**src/rtl/mem_pkg.sv**
```systemverilog
// =====================================================================
// mem_pkg: memory-stage opcodes, LSU states and opcode decode helpers. Rev 1.0
// =====================================================================
`default_nettype none

package mem_pkg;

  typedef enum logic [4:0] {
    MEM_NONE = 5'd0,
    LB, LH, LW, LD, LBU, LHU, LWU,
    SB, SH, SW, SD,
    FLW, FLD, FSW, FSD
  } mem_op_e;

  typedef enum logic [1:0] {
    IDLE,
    REQ,
    WAIT_R,
    DONE
  } lsu_state_e;

  // Access size as log2(bytes)
  function automatic logic [1:0] op_size(mem_op_e op);
    case (op)
      LH, LHU, SH:            return 2'd1;
      LW, LWU, SW, FLW, FSW:  return 2'd2;
      LD, SD, FLD, FSD:       return 2'd3;
      default:                return 2'd0;
    endcase
  endfunction

  function automatic logic op_is_store(mem_op_e op);
    return (op == SB) || (op == SH) || (op == SW) || (op == SD) ||
           (op == FSW) || (op == FSD);
  endfunction

  function automatic logic op_is_signed(mem_op_e op);
    return (op == LB) || (op == LH) || (op == LW);
  endfunction

  function automatic logic op_is_mem(mem_op_e op);
    return (op != MEM_NONE) && (op <= FSD);
  endfunction

endpackage

`default_nettype wire

```
**src/rtl/lsu_load_align.sv**
```systemverilog
// =====================================================================
// lsu_load_align: lane-steer a load word, then sign/zero-extend or NaN-box. Rev 1.0
// =====================================================================
`default_nettype none

module lsu_load_align
  import mem_pkg::*;
#(
  parameter int XLEN = 64
) (
  input  logic [XLEN-1:0]            rdata,
  input  logic [$clog2(XLEN/8)-1:0]  offset,
  input  mem_op_e                    op,
  output logic [XLEN-1:0]            result
);

  localparam int IDX_W = $clog2(XLEN);

  logic [XLEN-1:0]  shifted;
  logic [XLEN-1:0]  low_mask;
  logic [6:0]       nbits;
  logic [IDX_W-1:0] sign_idx;
  logic             sign;

  always_comb begin
    shifted  = rdata >> {offset, 3'b000};
    nbits    = 7'd8 << op_size(op);
    low_mask = ~({XLEN{1'b1}} << nbits);
    sign_idx = IDX_W'(nbits - 7'd1);
    sign     = op_is_signed(op) & shifted[sign_idx];
    result   = (shifted & low_mask) | (sign ? ~low_mask : '0);
    // Single-precision values in the FP file are boxed with all-ones above bit 31
    if (op == FLW) begin
      result = (shifted & low_mask) | ~low_mask;
    end
  end

endmodule

`default_nettype wire

```
**src/rtl/mem_stage_lsu.sv**
```systemverilog
// =====================================================================
// mem_stage_lsu: RV64 memory stage; aligned loads/stores over req/gnt/rvalid. Rev 1.0
// =====================================================================
`default_nettype none

module mem_stage_lsu
  import mem_pkg::*;
#(
  parameter int XLEN   = 64,
  parameter int ADDR_W = 48,
  parameter int RIDX_W = 5
) (
  input  logic                clk,
  input  logic                reset,
  input  logic                valid_ex,
  output logic                ready_ex,
  input  logic [4:0]          type_op_mem_ex,
  input  logic [ADDR_W-1:0]   mem_addr_ex,
  input  logic [XLEN-1:0]     store_data_ex,
  input  logic [XLEN-1:0]     op_ex,
  input  logic [RIDX_W-1:0]   rd_ex,
  input  logic                we_rd_ex,
  input  logic                reg_type_ex,
  output logic                mem_req,
  output logic                mem_we,
  output logic [ADDR_W-1:0]   mem_addr,
  output logic [XLEN/8-1:0]   mem_be,
  output logic [XLEN-1:0]     mem_wdata,
  input  logic                mem_gnt,
  input  logic                mem_rvalid,
  input  logic [XLEN-1:0]     mem_rdata,
  output logic                valid_mem,
  output logic [XLEN-1:0]     op_mem,
  output logic [RIDX_W-1:0]   rd_mem,
  output logic                we_rd_mem,
  output logic                reg_type_mem,
  output logic                trap_mem,
  output logic                trap_store_mem
);

  localparam int BE_W  = XLEN / 8;
  localparam int OFF_W = $clog2(BE_W);
  localparam logic [ADDR_W-1:0] ALIGN_MASK = ~ADDR_W'(BE_W - 1);

  lsu_state_e          state_q, state_d;
  mem_op_e             op_q, op_d;
  logic [OFF_W-1:0]    off_q, off_d;
  logic [RIDX_W-1:0]   rd_q, rd_d;
  logic                we_q, we_d, rtype_q, rtype_d;
  logic [ADDR_W-1:0]   addr_q, addr_d;
  logic [BE_W-1:0]     be_q, be_d;
  logic [XLEN-1:0]     wdata_q, wdata_d;

  logic                valid_q, valid_d;
  logic [XLEN-1:0]     result_q, result_d;
  logic [RIDX_W-1:0]   rd_mem_q, rd_mem_d;
  logic                we_mem_q, we_mem_d, rtype_mem_q, rtype_mem_d;
  logic                trap_q, trap_d, trap_st_q, trap_st_d;

  mem_op_e             op_in;
  logic [OFF_W-1:0]    off_in;
  logic [3:0]          bytes_in;
  logic                misaligned;
  logic [BE_W-1:0]     be_mask;
  logic [XLEN-1:0]     load_result;

  assign op_in      = mem_op_e'(type_op_mem_ex);
  assign off_in     = mem_addr_ex[OFF_W-1:0];
  assign bytes_in   = 4'd1 << op_size(op_in);
  assign misaligned = (off_in & OFF_W'(bytes_in - 4'd1)) != '0;
  assign be_mask    = ~({BE_W{1'b1}} << bytes_in);

  lsu_load_align #(.XLEN(XLEN)) u_align (
    .rdata  (mem_rdata),
    .offset (off_q),
    .op     (op_q),
    .result (load_result)
  );

  always_comb begin
    state_d     = state_q;
    op_d        = op_q;
    off_d       = off_q;
    rd_d        = rd_q;
    we_d        = we_q;
    rtype_d     = rtype_q;
    addr_d      = addr_q;
    be_d        = be_q;
    wdata_d     = wdata_q;
    valid_d     = 1'b0;
    result_d    = result_q;
    rd_mem_d    = rd_mem_q;
    we_mem_d    = we_mem_q;
    rtype_mem_d = rtype_mem_q;
    trap_d      = trap_q;
    trap_st_d   = trap_st_q;
    case (state_q)
      IDLE: if (valid_ex) begin
        if (!op_is_mem(op_in)) begin
          // Unknown opcodes pass through but never write a register
          valid_d     = 1'b1;
          result_d    = op_ex;
          rd_mem_d    = rd_ex;
          we_mem_d    = we_rd_ex && (op_in == MEM_NONE);
          rtype_mem_d = reg_type_ex;
          trap_d      = 1'b0;
          trap_st_d   = 1'b0;
        end else if (misaligned) begin
          valid_d     = 1'b1;
          result_d    = '0;
          rd_mem_d    = rd_ex;
          we_mem_d    = 1'b0;
          rtype_mem_d = reg_type_ex;
          trap_d      = 1'b1;
          trap_st_d   = op_is_store(op_in);
        end else begin
          state_d = REQ;
          op_d    = op_in;
          off_d   = off_in;
          rd_d    = rd_ex;
          we_d    = we_rd_ex;
          rtype_d = reg_type_ex;
          addr_d  = mem_addr_ex & ALIGN_MASK;
          be_d    = be_mask << off_in;
          wdata_d = store_data_ex << {off_in, 3'b000};
        end
      end
      REQ: if (mem_gnt) begin
        if (op_is_store(op_q)) begin
          state_d     = DONE;
          valid_d     = 1'b1;
          result_d    = '0;
          rd_mem_d    = rd_q;
          we_mem_d    = 1'b0;
          rtype_mem_d = rtype_q;
          trap_d      = 1'b0;
          trap_st_d   = 1'b0;
        end else begin
          state_d = WAIT_R;
        end
      end
      WAIT_R: if (mem_rvalid) begin
        state_d     = IDLE;
        valid_d     = 1'b1;
        result_d    = load_result;
        rd_mem_d    = rd_q;
        we_mem_d    = we_q;
        rtype_mem_d = rtype_q;
        trap_d      = 1'b0;
        trap_st_d   = 1'b0;
      end
      DONE:    state_d = IDLE;
      default: state_d = IDLE;
    endcase
  end

  always_ff @(posedge clk or posedge reset) begin
    if (reset) begin
      state_q     <= IDLE;
      op_q        <= MEM_NONE;
      off_q       <= '0;
      rd_q        <= '0;
      we_q        <= 1'b0;
      rtype_q     <= 1'b0;
      addr_q      <= '0;
      be_q        <= '0;
      wdata_q     <= '0;
      valid_q     <= 1'b0;
      result_q    <= '0;
      rd_mem_q    <= '0;
      we_mem_q    <= 1'b0;
      rtype_mem_q <= 1'b0;
      trap_q      <= 1'b0;
      trap_st_q   <= 1'b0;
    end else begin
      state_q     <= state_d;
      op_q        <= op_d;
      off_q       <= off_d;
      rd_q        <= rd_d;
      we_q        <= we_d;
      rtype_q     <= rtype_d;
      addr_q      <= addr_d;
      be_q        <= be_d;
      wdata_q     <= wdata_d;
      valid_q     <= valid_d;
      result_q    <= result_d;
      rd_mem_q    <= rd_mem_d;
      we_mem_q    <= we_mem_d;
      rtype_mem_q <= rtype_mem_d;
      trap_q      <= trap_d;
      trap_st_q   <= trap_st_d;
    end
  end

  assign ready_ex       = (state_q == IDLE);
  assign mem_req        = (state_q == REQ);
  assign mem_we         = mem_req && op_is_store(op_q);
  assign mem_addr       = addr_q;
  assign mem_be         = be_q;
  assign mem_wdata      = wdata_q;
  assign valid_mem      = valid_q;
  assign op_mem         = result_q;
  assign rd_mem         = rd_mem_q;
  assign we_rd_mem      = we_mem_q;
  assign reg_type_mem   = rtype_mem_q;
  assign trap_mem       = trap_q;
  assign trap_store_mem = trap_st_q;

endmodule

`default_nettype wire

```
**config.mk**
```make
export PLATFORM = sky130hd
export DESIGN_NAME = mem_stage_lsu
export DESIGN_NICKNAME = d
export VERILOG_FILES = /design/src/rtl/mem_pkg.sv /design/src/rtl/lsu_load_align.sv /design/src/rtl/mem_stage_lsu.sv
export SDC_FILE = /design/constraint.sdc
export NUM_CORES = 1
export LEC_CHECK = 0
export ABC_AREA = 0
export CAP_MARGIN = 20
export CORE_AREA = 2 2 178 180
export CTS_CLUSTER_DIAMETER = 30
export DETAILED_ROUTE_END_ITERATION = 10
export DIE_AREA = 0 0 180 182
export GPL_TIMING_DRIVEN = 0
export PLACE_DENSITY = 0.71
export REMOVE_ABC_BUFFERS = 1
export SLEW_MARGIN = 20
export SYNTH_ARGS = -nofsm -noshare
export SYNTH_HDL_FRONTEND = slang
export SYNTH_SLANG_ARGS = --single-unit
export TNS_END_PERCENT = 100
```
**constraint.sdc**
```tcl
create_clock -name clk -period 11.8 [get_ports clk]
set_input_delay 3.54 -clock clk [delete_from_list [all_inputs] [get_ports clk]]
set_output_delay 3.54 -clock clk [all_outputs]
set_load 0.03 [all_outputs]
```
==> metrics.cfg <==
[status]
status = completed

[logic_synthesis]
synth_top_cell_by_area = dfrtp_1
synthXorXnorAreaFrac_pct = 0
synth_area_um2 = 12200
ys_types = 65
synthTopCellsByCount = nand2_1, dfrtp_1, nor2_1, a21oi_1
yosysMostFrequentCell = nand2_1
synth_top_family_by_area = simple AND/OR/NAND/NOR gates
synthAdderAreaFrac_pct = 1.33
avgSynthCellArea_um2 = 9.21
yosys_warnings = 0
synth_edf_count = 0
ys_seq_elements = 208
synth_compound_area_share_pct = 17.2
muxShareOfSynthArea_pct = 16.2
synthCells = 1330
async_flop_share_pct = 100
seq_area_frac_synth_pct = 42.5
synthSimpleGateAreaFrac_pct = 18.2
synth_area_leaders = dfrtp_1, nand2_1, mux4_2, mux2i_1, nor2_1
synth_flop_cell = dfrtp_1
synth_top_area_share_pct = 42.5

[detailed_routing]
post_drt_wl_per_cell_um = 22.1
via_count = 12418
firstDrtPassIters = 5
via_per_inst = 5.63
drc = 0
ant_nets = 0
dr.first_iter.drc_count = 852
totalWireLength_mm = 48.7

[pwr]
switching_share_pct = 42.9
p_leak_nw = 8.09
p_per_area_nw_per_um2 = 304
p_clk_share_pct = 27.0
power.total_mw = 5.83
p_int_mw = 3.32
comb_power_share_pct = 50.7
p_sw_mw = 2.50
seq_power_share_pct = 22.3
max-vdd-ir-drop_v = 0.000208

[clocking]
clkTransAtPathRegs_ns = 0.05
clk_latency_ns = 0.56
numCtsBuffers = 56
clockBufferDepth = 3
root_buffer = clkbuf_16
cts-resized-gates = 0
post_cts_buffers = 0
h-tree-depth = 2
cts.sinks = 208
ctsHoldBuffers = 0
cts_tree = yes

[sta]
min_period_ns = 6.85
setup_ws_ns = 4.95
tns_ns = 0
clock_skew_ns = 0.0191
relSlewSlack_pct = 22.4
rsz0062_at_grt = no
maxSlewViolCount = 0
setup_viol = 0
hold_violations = 0
fmax_mhz = 146
period_share_pct = 58.0
tightest_slew_ns = 1.16

[floorplan]
die_area_um2 = 32800
fp-row-count = 65
die_width_um = 180
boundaryPins = 454
fp.dieH_um = 182
core_um2 = 31000
start_util_pct = 39.5

[setup_path]
r2r_slack_ns = 6.50
cp-end-kind = register
critPathArrivalTime_ns = 7.31
crit_required_ns = 12.26
r2r_cells = 6
start_kind = input port
r2r-end = op_mem[44]
critical_path_class = input port to register
rr_startpoint = off_q[2]
cp_max_fo = 19

[placement]
io_buffers = 450
gp_congestion = 0.915
hpwlAfterDp_mm = 35.5
pre_cts_slack_ns = 4.35
dpl_cell_area_um2 = 17200

[global_route]
grt_pass1_vias = 12615
grt_overflow = 0
grt_antenna_before_repair = 6
grt_max_degree = 80
grt_usage_pct = 29.2
grt_pass1_wl_mm = 74.6

[flow_run]
cap_violations = 0

[layout]
drive_gt1_share_pct = 12.2
areaGrowthSynthToFinish_pct = 56.7
nNetsFinal = 2023
stdcell_area_um2 = 19200

[worst_hold_path]
whs_path_depth = 2
hold_path_class = register to register
hp-start = mem_wdata[13]
hold_end = mem_wdata[13]

critical path: stages:
cell and delay, ns:
clkdlybuf4s50_1 0.59, inv_1 0.12, ha_1 0.29, nand2b_1 0.17
a311oi_2 0.75, nand3_2 0.29, a41oi_4 0.72, buf_8 0.25
nand2_1 0.28, o211ai_1 0.31
metal layers:
metal  wire (um)  part of all wire, %  track usage (%)  up-vias
li1            -                    -                -     5637
met1       17700                   36             33.5     5986
met2       23500                   48             49.1      663
met3        5050                   10             10.0      132
met4        2530                  5.2             13.9        0
met5           0                    0                0        -
sequential cells by signal, indices dropped and copies added, names as in the netlist:
signal and flops:
mem_addr 45, mem_be 8, mem_wdata 64, off_q 3, op_mem 64, op_q 5
rd_mem 5, rd_q 5, reg_type_mem 1, rtype_q 1, state_q 2, trap_mem 1
trap_store_mem 1, valid_mem 1, we_q 1, we_rd_mem 1
cell type report:
cell class | instances | area (um2)
fillers | 2560 | 11800
clock inverters | 31 | 417
multi-input cells | 994 | 6530
repair buffers | 472 | 4880
diodes | 5 | 12.5
clock buffers | 72 | 1550
flip-flops and latches | 208 | 5210
inverters | 21 | 87.6
well taps | 402 | 503
power groups by stage:
stage / sequential, mW / combinational [mW] / clock (mW)
floorplan: 1.87 / 1.11 / 0
global placement: 1.31 / 2.87 / 0
detailed placement: 1.30 / 2.94 / 0
CTS: 1.30 / 2.96 / 1.59
global route: 1.34 / 3.16 / 1.63
finish: 1.30 / 2.96 / 1.57
kinds of logic (layout without fill, tap and decap cells):
| kind of cell | after synthesis | count (layout) |
|---|---|---|
| AOI/OAI and AO/OA | 309 | 309 |
| adders and majority gates | 13 | 13 |
| buffers and inverters | 130 | 596 |
| DFF | 208 | 208 |
| muxes | 132 | 132 |
| other | 1 | 8 |
| and+or+nand+nor | 537 | 537 |
metrics by stage:
stage	instances	utilization [%]	hold slack, ns
finish	2205	61.9	0.464
global route	2204	61.9	0.481
CTS	2200	61.9	0.465
detailed placement	2097	55.5	0.455
global placement	2075	54.1	0.451
floorplan	1223	-	0.445
worst max path at each step:
stage,startpoint,endpoint,slack (ns),depth (start not counted)
6_report,type_op_mem_ex[0],op_mem[37],4.95,10
5_1_grt,type_op_mem_ex[0],op_mem[35],4.65,10
4_1_cts,type_op_mem_ex[0],op_mem[37],4.93,10
3_5_place_dp,type_op_mem_ex[0],op_mem[37],4.35,10
3_3_place_gp,mem_addr_ex[0],mem_wdata[47],-2.69,6
2_1_floorplan,reset,mem_addr[10],2.58,1
cell usage in the layout (no fill, tap or decap), drive strengths merged, types with 3 or more instances in the layout:
master         synthesis  layout
o22ai                 14      14
o211ai                11      11
clkdlybuf4s50          0     447
o2bb2ai                6       6
inv                   18      20
clkinvlp               0       5
a32oi                  4       4
o21ai                 57      57
buf                   53      25
a21o                   4       4
dfrtp                208     208
a22oi                  3       3
ha                    13      13
conb                   1       3
a21oi                 88      88
mux4                  50      50
clkbuf                56      72
diode                  0       5
a311oi                 5       5
nand2                310     310
clkinv                 3      19
o31ai                 26      26
mux2                  26      26
and2                  12      12
a211oi                 9       9
nor2b                  5       5
nand3                 31      31
nand2b                 6       6
o21a                  10      10
mux2i                 56      56
a221oi                54      54
nor3                  19      19
o221ai                 3       3
bufinv                 0       8
nor2                 139     139
Note: power is estimated with default switching activity, not from simulation.
